`config.mk`:
```
export PLATFORM = sky130hd
export DESIGN_NAME = shift_add_multiplier_16bit_flat
export DESIGN_NICKNAME = d
export VERILOG_FILES = /design/src/rtl/shift_add_multiplier_16bit_if.sv /design/src/rtl/shift_add_multiplier_16bit.sv /design/src/flat_wrapper.sv
export SDC_FILE = /design/constraint.sdc
export NUM_CORES = 1
export LEC_CHECK = 0
export CAP_MARGIN = 25
export CORE_ASPECT_RATIO = 1.2
export CORE_MARGIN = 2
export CORE_UTILIZATION = 53
export DETAILED_ROUTE_END_ITERATION = 6
export HOLD_SLACK_MARGIN = 0.06
export PLACE_DENSITY = 0.8
export SETUP_SLACK_MARGIN = 0.05
export SYNTH_ARGS = -nofsm -noshare
export SYNTH_HDL_FRONTEND = slang
export SYNTH_SLANG_ARGS = --single-unit
```
`constraint.sdc`:
```
create_clock -name clk -period 9.85 [get_ports clk]
set_clock_uncertainty 0.1 [all_clocks]
set_input_delay 2.955 -clock clk [delete_from_list [all_inputs] [get_ports clk]]
set_output_delay 2.955 -clock clk [all_outputs]
set_load 0.01 [all_outputs]
```
`src/rtl/shift_add_multiplier_16bit_if.sv`:
```
// Start/done handshake and operand/product bus for the 16x16 shift-add multiplier.
interface shift_add_multiplier_16bit_if;
  logic        start;
  logic [15:0] A;
  logic [15:0] B;
  logic        busy;
  logic        done;
  logic [31:0] P;

  modport master (output start, A, B, input busy, done, P);
  modport slave  (input start, A, B, output busy, done, P);
endinterface

```
`src/rtl/shift_add_multiplier_16bit.sv`:
```
// Sequential 16x16 unsigned multiplier: one CLA add + right shift per cycle, 16 iterations.
module carry_look_ahead_16bit (
  input  logic [15:0] i_a,
  input  logic [15:0] i_b,
  input  logic        i_cin,
  output logic [15:0] o_sum,
  output logic        o_co,
  output logic        o_pg,
  output logic        o_gg
);
  logic [15:0] w_p, w_g;
  logic [16:0] w_c;
  logic [3:0]  w_gp, w_gg;

  assign w_p = i_a ^ i_b;
  assign w_g = i_a & i_b;

  // Group carries come from 4-bit lookahead terms; bit carries ripple inside a group.
  always_comb begin
    w_c    = '0;
    w_gp   = '0;
    w_gg   = '0;
    w_c[0] = i_cin;
    for (int k = 0; k < 4; k++) begin
      w_gp[k] = &w_p[4*k +: 4];
      w_gg[k] = w_g[4*k+3]
              | (w_p[4*k+3] & w_g[4*k+2])
              | (w_p[4*k+3] & w_p[4*k+2] & w_g[4*k+1])
              | (w_p[4*k+3] & w_p[4*k+2] & w_p[4*k+1] & w_g[4*k]);
      for (int j = 0; j < 3; j++)
        w_c[4*k+j+1] = w_g[4*k+j] | (w_p[4*k+j] & w_c[4*k+j]);
      w_c[4*k+4] = w_gg[k] | (w_gp[k] & w_c[4*k]);
    end
  end

  assign o_sum = w_p ^ w_c[15:0];
  assign o_co  = w_c[16];
  assign o_pg  = &w_gp;
  assign o_gg  = w_gg[3] | (w_gp[3] & w_gg[2]) | (w_gp[3] & w_gp[2] & w_gg[1])
               | (w_gp[3] & w_gp[2] & w_gp[1] & w_gg[0]);
endmodule

module shift_add_multiplier_16bit (
  input  logic                         clk,
  input  logic                         rst_n,
  shift_add_multiplier_16bit_if.slave  bus
);
  typedef enum logic [1:0] {IDLE = 2'd0, RUN = 2'd1, DONE = 2'd2} state_t;

  state_t      r_state, w_next;
  logic [15:0] r_m, r_hi, r_lo;
  logic [3:0]  r_cnt;
  logic [31:0] r_p;
  logic        w_load, w_step, w_finish;
  logic [15:0] w_sum, w_s, w_hi_nx, w_lo_nx;
  logic        w_co, w_c;

  carry_look_ahead_16bit u_cla (
    .i_a   (r_hi),
    .i_b   (r_m),
    .i_cin (1'b0),
    .o_sum (w_sum),
    .o_co  (w_co),
    .o_pg  (),
    .o_gg  ()
  );

  // Carry-out lands in hi[15] after the shift, so the full 17-bit sum is kept.
  assign {w_c, w_s} = r_lo[0] ? {w_co, w_sum} : {1'b0, r_hi};
  assign w_hi_nx    = {w_c, w_s[15:1]};
  assign w_lo_nx    = {w_s[0], r_lo[15:1]};

  always_ff @(posedge clk) begin
    if (!rst_n) r_state <= IDLE;
    else        r_state <= w_next;
  end

  always_comb begin
    w_next   = r_state;
    w_load   = 1'b0;
    w_step   = 1'b0;
    w_finish = 1'b0;
    case (r_state)
      IDLE: if (bus.start) begin
        w_next = RUN;
        w_load = 1'b1;
      end
      RUN: begin
        w_step = 1'b1;
        if (r_cnt == 4'd15) begin
          w_next   = DONE;
          w_finish = 1'b1;
        end
      end
      DONE: begin
        if (bus.start) begin
          w_next = RUN;
          w_load = 1'b1;
        end else begin
          w_next = IDLE;
        end
      end
      default: w_next = IDLE;
    endcase
  end

  always_ff @(posedge clk) begin
    if (!rst_n) begin
      r_m   <= '0;
      r_hi  <= '0;
      r_lo  <= '0;
      r_cnt <= '0;
      r_p   <= '0;
    end else if (w_load) begin
      r_m   <= bus.A;
      r_hi  <= '0;
      r_lo  <= bus.B;
      r_cnt <= '0;
    end else if (w_step) begin
      r_hi  <= w_hi_nx;
      r_lo  <= w_lo_nx;
      r_cnt <= r_cnt + 4'd1;
      if (w_finish) r_p <= {w_hi_nx, w_lo_nx};
    end
  end

  assign bus.busy = (r_state == RUN);
  assign bus.done = (r_state == DONE);
  assign bus.P    = r_p;
endmodule

```
`src/flat_wrapper.sv`:
```
// flat-port wrapper written by rule: the top's interface ports become plain ports
module shift_add_multiplier_16bit_flat 
  (clk, rst_n, bus_start, bus_A, bus_B, bus_busy, bus_done, bus_P);
  shift_add_multiplier_16bit_if bus_i ();
  input  logic clk;
  input  logic rst_n;
  input wire logic [$bits(bus_i.start)-1:0] bus_start;
  input wire logic [$bits(bus_i.A)-1:0] bus_A;
  input wire logic [$bits(bus_i.B)-1:0] bus_B;
  output wire logic [$bits(bus_i.busy)-1:0] bus_busy;
  output wire logic [$bits(bus_i.done)-1:0] bus_done;
  output wire logic [$bits(bus_i.P)-1:0] bus_P;
  assign bus_i.start = bus_start;
  assign bus_i.A = bus_A;
  assign bus_i.B = bus_B;
  assign bus_busy = bus_i.busy;
  assign bus_done = bus_i.done;
  assign bus_P = bus_i.P;
  shift_add_multiplier_16bit u_core (.clk(clk), .rst_n(rst_n), .bus(bus_i));
endmodule
```
# Yosys cells after proc, flatten, opt, wreduce, memory -nomap -nowiden
# Index checks and enable logic that the tools add are counted.
# word_totals
regBits,86
latch_bits,0
mem_bits_rw,0
romBits,0
inputBits,35
out_inout_bits,34
n_memories,0
# classes
addsub,1
multipliers,0
div,0
n_lt_le_gt_ge,0
n_eq_ne,5
n_shift,0
n_mux,12
n_bitwise,65
reduce_logical,9
# op_table
op,count
AND 1 bit,34
2-to-1 mux 16 bit,2
bitwise XOR 16 bit,2
bitwise OR 1 bit,26
2-to-1 mux 17 bit,1
AND 16 bit,1
AND reduction 4 bit,3
2-to-1 mux 1 bit,6
case mux 2 bit (3 select lines),1
adder 4 x 1 -> 4 bit (second input constant),1
equality test 4 bit (second input constant),1
2-to-1 mux 2 bit,2
OR reduction 2 bit,2
AND reduction 3 bit,1
equality test 2 x 1 -> 1 bit (second input constant),1
equality test 2 bit (second input constant),1
zero test 2 bit,1
inequality test 2 x 1 -> 1 bit (second input constant),1
inequality test 2 bit (second input constant),1
NOT 1 bit,2
AND reduction 2 bit,1
nonzero test 2 bit,1

# Depth between registers and ports, before layout
# depth
depth_word,19
ltp_mapped,12

# By module
# Synthesis repeated with hierarchy kept, for this count alone.
# hier_totals
cells_unflattened,452
area_unflattened_um2,4240.3
# by_module_without_submodules
mod,n_inst,cells_each,area_each_um2
shift_add_multiplier_16bit,1,373,3499.6
carry_look_ahead_16bit,1,79,740.7

# Least setup slack after synthesis
# No wires, ideal clock.
# synth_timing
path_kind,register to output
start,register u_core.r_state[1]
end,output bus_busy
arrival_ps,1017
setup_slack_ps,5778
stages_incl_launch_ff,6
n_path_buf,3
path_cell_list,dfxtp_1 nand2b_1 buf_4 inv_2 buf_2 buf_2
# synth_via
elab_chain_len,1
# synth_lines
element,line_no,rtl
start: declaration,shift_add_multiplier_16bit.sv:50,"state_t r_state, w_next;"
start signal: assignment,shift_add_multiplier_16bit.sv:75,else r_state <= w_next;
equality test 2 x 1 -> 1 bit,shift_add_multiplier_16bit.sv:127,assign bus.busy = (r_state == RUN);
end: declaration,flat_wrapper.sv:10,output wire logic [$bits(bus_i.busy)-1:0] bus_busy;
# Every way passes these cells.

# Worst setup path after layout
# layout_timing
start,register u_core.r_state[0]
end,output bus_busy
# Same word-level chain as after synthesis.

==> results summary <==
The chip height came out at slightly below 100 um. In this run the clock root is driven by a sky130_fd_sc_hd__clkbuf_8. The width of the die is 83.3 um. The via count of the first global-routing pass is 3187.

The number of instances resized during post-cts repair came out at 0. The register bit total from synthesis came out at 86. The library cell contributing the largest single delay on the critical path is sky130_fd_sc_hd__inv_2. The distinct cell type count after synthesis came out at 35.

The clock passes through at most 2 buffers. STA classifies the critical path endpoint as a primary output. The final max-slew violation count came out at 0. The final core utilization came out at 0.675. The number of nets handed over by synthesis was 508. The number of detailed-routing iterations run before antenna repair came out at 4. The setup slack after layout came out at 4.33 ns.

The final weighted congestion of routability-driven global placement came out at ~0.83. Setup violations remaining at the end of the flow were counted as 0. The flow ran to the end, and the final reports show no timing, DRC or antenna violations. The number of buffer cells added on primary ports came out at just under 70. For the final routed database, the setup TNS stands at 0 ns.

The worst hold margin is 0.370 ns. The count of unresolved DRC violations after routing came out at 0. The final routed wire length divided by cell count came out at 14.8 um.

The area of the die came out at around 8300 um^2. After floorplanning, the core was sized to cover 7270 um^2. VDD sags by at most between 100 and 150 uV. At the worst endpoint, the arrival time is roughly 2.5 ns.

The number of hold buffers added after CTS came out at 0. Buffers added to address setup during post-CTS repair amount to 0. The post-synthesis instance area is about 4000 um^2. The classification of the worst-slack hold path is reg2reg. Of the available clock period, the critical path in the final layout requires 0.560. Broken down by cell family, the worst path's largest delay share belongs to buffers and inverters.

In this run the most critical hold path is launched from u_core.bus.P[30]$_SDFFE_PN0P_. The post-CTS clock slew at the launch and capture registers of the worst setup and hold paths came out at 0.10 ns. The peak fanout along the critical path is 50. The number of ports placed on the die boundary came out at 69. The total number of clock tree sinks is 86. The total wire length after detailed routing came out at about 8800 um. Among all flip-flop cells after synthesis, the most frequent one is sky130_fd_sc_hd__dfxtp_1. The most critical setup path has its startpoint at u_core.r_state[0]$_SDFFE_PN0P_.

The post-DP HPWL came out at about 5900 um. The count of flip-flops with a built-in enable after synthesis is 0. The worst setup timing slack at the placement stage came out at 4.63 ns.

The maximum number of pins on one net before global-route repair came out at 68. The beginning of the worst register-to-register path is u_core.r_hi[10]$_SDFFE_PP0P_. Of the cells placed in the final design, the portion with a size suffix greater than 1 is 0.0558. The slew at the pin with the worst max-slew slack came out at 0.865 ns.

The leakage component of the power is approximately 1.9 nW. The share of synthesized registers carrying an async set or reset is 0. After the last flow step, the layout net total stands at 560. The largest single stage delay on the critical path is approximately 0.74 ns. The routed via count is 3205. The critical path buffer and inverter count is 2. Setup repair after global routing left no endpoint under its margin. STA puts the critical path data required time at 6.80 ns.

The signal on the critical path passes through nand2b_1, inv_2, clkdlybuf4s50_1. Across the run, the number of max-cap violations was 0. After filler insertion, the fill cell instance count of the layout stands at 600. TritonCTS built the clock tree. The number of antenna violations at the first check in global routing came out at 0.

The nature of the critical path startpoint is a flip-flop. Row generation in the floorplan step produced 34 rows. The violation count after the first detailed-route iteration came out at 120. The final-report hold violation count is 0. The relative area change from synthesis to final layout came out at 22.7%. The sequential area share after synthesis came out at 0.430. The clock insertion delay at the later pin of the skew report is 0.36 ns. The overall power is 0.713 mW. After global routing the overflow that remains totals 0. The remaining antenna violation count after routing is 0. The worst setup path is of the reg2out kind. For this run, the top clock speed supported by timing is 0.181 GHz. The repair_antennas step left the layout with diodes totalling 0. The total power divided by cell area came out at 145 nW/um^2. In the synthesized netlist, the number of instances is between 400 and 500. The number of levels the H-tree was split into came out at 3.

The mean post-synth cell area is 8.99 um^2. The normalized max-slew margin is 0.423. The mean number of vias per cell is 5.41. The initial utilization of the core area, before any placement, comes to 0.550.

Counting the buffers created by CTS gives 9. After layout, the minimum clock period comes to 5.52 ns. The first global-routing pass estimated about 15000 um of wire. The total routing resource utilization after global routing is 0.218. The count of warnings emitted by yosys came out at 0.
## placed cells by master (no fill, tap or decap), drive strengths merged, types with 2 or more instances in the layout
cell / Yosys / layout
nand2: 116 / 116
nor2b: 4 / 4
mux2i: 12 / 12
clkinv: 0 / 2
nor2: 23 / 23
xor2: 2 / 2
inv: 12 / 14
a21boi: 50 / 50
and4: 2 / 2
o211a: 12 / 12
a21oi: 16 / 16
fa: 11 / 11
nand3: 3 / 3
dfxtp: 86 / 86
a22oi: 16 / 16
o21ai: 4 / 4
ha: 17 / 17
nand2b: 2 / 2
clkbuf: 16 / 10
xnor2: 5 / 5
clkdlybuf4s50: 0 / 67
a211oi: 12 / 12
buf: 15 / 5
## path summary, 6_finish.rpt
check,endpoint,slack (ns),cells past startpoint
min reg2reg,u_core.bus.P[30]$_SDFFE_PN0P_,0.37,2
min,u_core.bus.P[30]$_SDFFE_PN0P_,0.37,2
max,bus_busy,4.33,3
max reg2reg,u_core.r_hi[14]$_SDFFE_PP0P_,6.30,12
## power by group
group	switching, mW	leakage [nW]	internal, mW
Clock	0.135	0.103	0.126
Sequential	0.0125	0.699	0.360
Combinational	0.0421	1.14	0.0373
Total	0.189	1.94	0.523
## worst min-delay path, delay by kind of cell (launching register included)
kind	cells	cell delay, ns
compound gates	1	0.06
flops	1	0.32
simple gates	1	0.05
## cells by family (layout without fill, tap and decap cells)
group	count (synthesis)	count (layout)	share of synthesized area
AO/OA/AOI/OAI	116	116	0.216
adder cells (fa/ha/maj)	28	28	0.108
buffers and inverters	43	100	0.0457
XOR/XNOR	7	7	0.0153
flip-flops	86	86	0.430
AND/OR/NAND/NOR	153	153	0.154
multiplexers	12	12	0.0300
## flip-flops by register name, indices dropped and copies added (netlist names)
| name | flops |
|---|---|
| u_core.bus.P | 32 |
| u_core.r_hi | 16 |
| u_core.r_lo | 16 |
| u_core.r_m | 16 |
| u_core.r_cnt | 4 |
| u_core.r_state | 2 |
## through the flow
| stage | instances | cell area [um^2] |
|---|---|---|
| after detailed placement | 575 | 4680 |
| final | 592 | 4910 |
| after floorplan | 445 | 4000 |
| after global placement | 575 | 4680 |
| after CTS | 591 | 4880 |
| after global routing | 592 | 4910 |
## routing by layer
metal | wire [um] | vias to the layer above | part of all wire | track usage
li1 | - | 1610 | - | -
met1 | 3960 | 1519 | 0.45 | 0.274
met2 | 4290 | 66 | 0.49 | 0.366
met3 | 397 | 10 | 0.045 | 0.0490
met4 | 145 | 0 | 0.016 | 0.0845
met5 | 0 | - | 0 | 0
## cells in the mapped netlist (3+ instances only)
| library cell | number | area share |
|---|---|---|
| sky130_fd_sc_hd__inv_1 | 11 | 0.010 |
| sky130_fd_sc_hd__a21boi_0 | 50 | 0.094 |
| sky130_fd_sc_hd__a211oi_1 | 12 | 0.023 |
| sky130_fd_sc_hd__dfxtp_1 | 86 | 0.43 |
| sky130_fd_sc_hd__buf_2 | 14 | 0.018 |
| sky130_fd_sc_hd__xnor2_1 | 5 | 0.011 |
| sky130_fd_sc_hd__nor2_1 | 21 | 0.020 |
| sky130_fd_sc_hd__ha_1 | 17 | 0.053 |
| sky130_fd_sc_hd__fa_1 | 11 | 0.055 |
| sky130_fd_sc_hd__o211a_1 | 12 | 0.030 |
| sky130_fd_sc_hd__clkbuf_1 | 16 | 0.015 |
| sky130_fd_sc_hd__mux2i_1 | 12 | 0.030 |
| sky130_fd_sc_hd__nand2_1 | 116 | 0.11 |
| sky130_fd_sc_hd__a21oi_1 | 16 | 0.020 |
| sky130_fd_sc_hd__a22oi_1 | 16 | 0.030 |
| sky130_fd_sc_hd__nand3_1 | 3 | 0.0038 |
| sky130_fd_sc_hd__nor2b_1 | 4 | 0.0063 |
## final cells by class
class	instances	area, um^2	area share
repair buffers	72	726	0.148
clock buffers	10	138	0.0280
multi-input cells	316	2100	0.427
well taps	90	113	0.0229
flip-flops and latches	86	1720	0.351
clock inverters	6	68.8	0.0140
inverters	12	45.0	0.00917
No activity file was read; power rests on OpenSTA's default activity.
==> RTL edit 1: new RTL, config.mk and constraints unchanged <==
Encoding of `state_t`: now one-hot (3 bits for 3 states).
--- a/src/rtl/shift_add_multiplier_16bit.sv
+++ b/src/rtl/shift_add_multiplier_16bit.sv
@@ -46,5 +46,5 @@
   shift_add_multiplier_16bit_if.slave  bus
 );
-  typedef enum logic [1:0] {IDLE = 2'd0, RUN = 2'd1, DONE = 2'd2} state_t;
+  typedef enum logic [2:0] {IDLE = 3'b001, RUN = 3'b010, DONE = 3'b100} state_t;
 
   state_t      r_state, w_next;
Behaviour: same outputs for any inputs over 10 cycles, from zero or initial values and one cycle with rst_n low; not proved beyond that.
==> RTL edit 1 against the original RTL <==
Critical endpoint unchanged; cell count rose by 0.17%; sequential cell count rose by 1; worst hold slack got worse by 0.017 ns; count of clock-buffer cells in the layout fell by 1; power fell by 7.5%; wire length fell by 1.7%; worst setup slack got worse by 0.11 ns; synthesized cell count rose by 0.22%; synthesized area rose by 1.7%; final area fell by 0.10%.
==> RTL edit 1: results (changes against the original RTL) <==
| Quantity | This run | Delta |
|:---|:---|:---|
| Count of inserted antenna diode cells | 0 | unchanged |
| Max transition margin | 0.340 | -0.0824 |
| Antenna violations before repair | 0 | unchanged |
| Number of I/O port buffers | 68 | unchanged |
| Hold Crit Endpoint | u_core.bus.P[3] |  |
| Inserted Clock Buffers | 9 | unchanged |
| Run status | complete, no violations |  |
| FF-to-FF path depth | 13 | +1 |
| Average vias per placed instance | 5.43 | +0.30% |
| Worst vdd ir | 0.0000977 V | -7.4% |
| GP Congestion | 0.888 | +7.1% |
| XOR/XNOR share of the synthesized area | 0.0172 | +0.00190 |
| Unique masters post-synth | 41 | +17% |
| Synthesized net count | 509 | +0.20% |
| Count of filler cells inserted in the layout | 627 | +4.5% |
| Buffer depth of the longest clock path | 2 | unchanged |
| Number of vias after detailed routing | 3220 | +0.47% |
| Average footprint of a synthesized cell | 9.12 sq um | +1.4% |
| Flip-flop count of the largest register, all copies and words added | 32 | unchanged |
| Commonest cells in the synthesized netlist | 113 x nand2_1, 87 x dfxtp_1, 33 x a21boi_0, 22 x nor2_1 |  |
| Clock root buffer | clkbuf_8 |  |
| Most frequently used flop master after synthesis | dfxtp_1 |  |
| Net count reported at finish | 560 | unchanged |
| Vias in the first global route | 3088 | -3.1% |
| Warnings from Yosys | 0 | unchanged |
| Post-CTS resize count | 0 | unchanged |
| Worst Hold Path Cells | 2 | unchanged |
| Area contributors post-synth | dfxtp_1 43%, nand2_1 10%, a21boi_0 6.1%, fa_1 5.4%, ha_1 5.2% |  |
| Global-route wire length before repair | 14.4 mm | -1.6% |
| Detailed router's first-iteration violation count | 128 | +6.7% |
| Synth Area in Adders | 0.106 | -0.00176 |
| Share of synthesized area spent on multiplexers | 0.0295 | -0.000490 |
| Number of remaining DRC errors | 0 | unchanged |
| Synth async-reset ratio | 0 | unchanged |
| DP Cell Count | 577 | +0.35% |
| Drt total wl | 8.64 mm | -1.7% |
| Worst reg2reg path endpoint | u_core.r_hi[14] |  |
| Min-Delay Startpoint | u_core.bus.P[3] |  |
| Pin count of the biggest net entering global routing | 71 | +4.4% |
| CTS H-tree depth | 3 | unchanged |
| Clock latency on the worst-skew pair | 0.35 ns |  |
| Total routing resource utilization after global routing | 0.216 | -0.00203 |
| Worst min path class | flop to flop |  |
| Fraction of layout cells with a size suffix above 1 | 0.0439 | -0.0119 |
| Post-synthesis sequential area ratio | 0.428 | -0.00210 |
| Clock transition at the register clock pins on the worst setup and hold paths after CTS | 0.09 ns |  |
| Compound-gate portion of the synthesized area | 0.209 | -0.00784 |
| Worst-case register-to-register setup slack | 5.89 ns | -0.41 ns |
| Placed wire-length estimate after detailed placement | 6.00 mm | +2.4% |
| Worst Path Max Fanout | 51 | +2.0% |
| Worst R2R Start | u_core.r_hi[1] |  |
| Standby leakage power | 0.00195 uW | +0.29% |
[RTL edit 1: cell count changes after synthesis, sizes merged, moves of 2 or more]
cell	unedited run	this run
clkbuf	16	11
buf	15	19
and3	0	3
nand2	116	113
nor2b	4	1
a21oi	16	18
a221o	0	2
nand2b	2	0
[RTL edit 1: critical path, cell delays in order, from the launching register on]
cell and delay [ns]:
dfxtp_1 0.37, or3b_4 0.49, inv_2 0.66, clkdlybuf4s50_1 0.69
[RTL edit 1: cell type report]
class                   instances  area [sq um]  share of cell area
flip-flops and latches         87          1740               0.355
inverters                      11          41.3             0.00842
multi-input cells             318          2130               0.433
repair buffers                 70           711               0.145
clock buffers                   9           124              0.0253
clock inverters                 6          46.3             0.00944
well taps                      92           115              0.0235
[RTL edit 1: where the power goes]
group	switching (uW)	total, uW	internal, uW	leakage, uW
sequential	9.11	371	362	0.000706
clock	131	223	92.0	0.0000821
combinational	33.3	64.9	31.6	0.00116
total	174	659	486	0.00195
[RTL edit 1: worst max-delay path by stage]
stage                                  from         endpoint  slack, ns  cells past startpoint
final                     u_core.r_state[1]         bus_busy       4.22                      3
after global routing      u_core.r_state[1]         bus_busy       4.10                      3
after CTS                 u_core.r_state[1]         bus_busy       4.23                      3
after detailed placement          bus_start  u_core.r_hi[10]       4.60                      4
after global placement    u_core.r_state[1]         bus_busy       4.66                      3
after floorplan           u_core.r_state[0]         bus_busy       5.62                      4
[RTL edit 1: cells by family after synthesis]
| logic type | Yosys count |
|---|---|
| and+or+nand+nor | 154 |
| AOI/OAI and AO/OA | 116 |
| DFF | 87 |
| buffers and inverters | 41 |
| adders and majority gates | 28 |
| muxes | 12 |
| xor gates and xnor gates | 8 |
[RTL edit 1: metrics by stage]
step / total power, uW / hold slack, ns / utilization / worst slack, ns / instance area (sq um)
2_1_floorplan: 419 / 0.344 / - / 5.62 / 4070
3_3_place_gp: 440 / 0.340 / 0.621 / 4.66 / 4710
3_5_place_dp: 443 / 0.344 / 0.621 / 4.60 / 4710
4_1_cts: 662 / 0.356 / 0.644 / 4.23 / 4880
5_1_grt: 690 / 0.370 / 0.647 / 4.10 / 4900
6_report: 659 / 0.353 / 0.647 / 4.22 / 4900
[RTL edit 1: metal layers]
metal | GRT usage | vias up | wire, um
met5 | 0 | - | 0
met4 | 0.0906 | 0 | 195
met1 | 0.254 | 1514 | 3680
met2 | 0.383 | 67 | 4460
li1 | - | 1624 | -
met3 | 0.0452 | 15 | 301
==> RTL edit 2: new RTL, same settings <==
Without the edit above. Reset style: asynchronous (`rst_n`), changed in 2 clocked blocks.
--- a/src/rtl/shift_add_multiplier_16bit.sv
+++ b/src/rtl/shift_add_multiplier_16bit.sv
@@ -71,5 +71,5 @@
   assign w_lo_nx    = {w_s[0], r_lo[15:1]};
 
-  always_ff @(posedge clk) begin
+  always_ff @(posedge clk or negedge rst_n) begin
     if (!rst_n) r_state <= IDLE;
     else        r_state <= w_next;
@@ -105,5 +105,5 @@
   end
 
-  always_ff @(posedge clk) begin
+  always_ff @(posedge clk or negedge rst_n) begin
     if (!rst_n) begin
       r_m   <= '0;
Check against the original RTL: differs if rst_n is asserted again (counterexample within 4 cycles, from zero or initial values and one cycle with rst_n low); with rst_n held inactive, the same outputs for 10 cycles.
==> RTL edit 2 against the original RTL <==
Sequential cell count unchanged; synthesized cell count decreased by 5.8%; worst setup slack gained 0.24 ns; worst hold slack gained 0.011 ns; final area up 2.3%; fmax grew 4.5%; wire length grew 2.9%; synthesized area up 1.8%; critical endpoint unchanged.
Power is not compared: it rests on default switching activity, and its combinational part moved more than twofold at a synthesized area within 25%.
==> RTL edit 2: results (changes against the original RTL) <==
| Quantity | This run | Delta |
|:---|:---|:---|
| WP data arrival | 2.23 ns | -0.23 ns |
| Met2 routing resource usage after global routing | 0.377 | +0.0107 |
| Routed length on met1 | 3.89 mm | -1.7% |
| Layout buffering overhead excluding clock cells | 0.146 | -0.00139 |
| Met2 routed WL | 4.49 mm | +4.8% |
| Highest cell delay on the worst timing path | 0.62 ns | -0.12 ns |
| Average vias per placed instance | 5.48 | +1.2% |
| Compound-gate portion of the synthesized area | 0.108 | -0.109 |
| Standard cell core area | 7580 sq um | +4.1% |
| Fraction of layout cells with a size suffix above 1 | 0.0619 | +0.00608 |
| Post-placement worst setup slack | 4.97 ns | +0.337 ns |
| Slowest cell on crit path | clkdlybuf4s50_1 |  |
| Slew of the pin with the lowest slew margin | 1.04 ns | +0.174 ns |
| Hold Crit Endpoint | u_core.bus.P[11] |  |
| Worst reg2reg path endpoint | u_core.r_hi[14] |  |
| Multi-input gates | 299 | -5.4% |
| FF-to-FF path depth | 13 | +1 |
| Worst R2R Start | u_core.r_hi[1] |  |
| Unique masters post-synth | 34 | -2.9% |
| Detail Route met3 WL | 481 um | +21% |
| Count of filler cells inserted in the layout | 621 | +3.5% |
| DP Cell Count | 561 | -2.4% |
| Multi-input logic portion of the cell area | 0.353 | -0.0740 |
| GP Congestion | 0.848 | +2.2% |
| Area contributors post-synth | dfrtp_1 53%, nand2_1 14%, fa_1 5.4%, ha_1 5.2%, mux2i_1 2.9% |  |
| Post-synthesis sequential area ratio | 0.528 | +0.0979 |
| Average footprint of a synthesized cell | 9.72 sq um | +8.2% |
| Total routing resource utilization after global routing | 0.230 | +0.0124 |
| Fraction of area in clock buffers and inverters | 0.0401 | -0.00196 |
| Commonest cells in the synthesized netlist | 157 x nand2_1, 86 x dfrtp_1, 21 x o21ai_1, 18 x o21ai_0, 17 x ha_1 |  |
| Run status | complete, no violations |  |
| XOR/XNOR share of the synthesized area | 0.0129 | -0.00243 |
| Routing usage on met3 | 0.0387 | -0.0103 |
| Launching element of the worst setup path | u_core.r_state[1] |  |
| Vias in the first global route | 3295 | +3.4% |
| Synth Area in Adders | 0.106 | -0.00196 |
RTL edit 2: through the flow:
step,utilization,hold slack [ns],total power [uW],cell area (sq um)
floorplan,-,0.338,1180,4070
global placement,0.631,0.355,1410,4780
detailed placement,0.637,0.364,1480,4820
CTS,0.663,0.384,1740,5020
global route,0.663,0.417,1870,5020
finish,0.663,0.380,1720,5020
RTL edit 2: cell families after synthesis:
| logic type | count (synthesis) |
|---|---|
| AO/OA/AOI/OAI | 72 |
| multiplexers | 14 |
| flip-flops | 86 |
| adder cells (fa/ha/maj) | 28 |
| XOR/XNOR | 6 |
| AND/OR/NAND/NOR | 179 |
| buffers and inverters | 34 |
RTL edit 2: power groups by stage:
stage | Combinational, uW | Sequential, uW | Clock, uW
6_report | 799 | 670 | 254
5_1_grt | 909 | 693 | 270
4_1_cts | 808 | 670 | 258
3_5_place_dp | 804 | 674 | 0
3_3_place_gp | 748 | 665 | 0
2_1_floorplan | 530 | 649 | 0
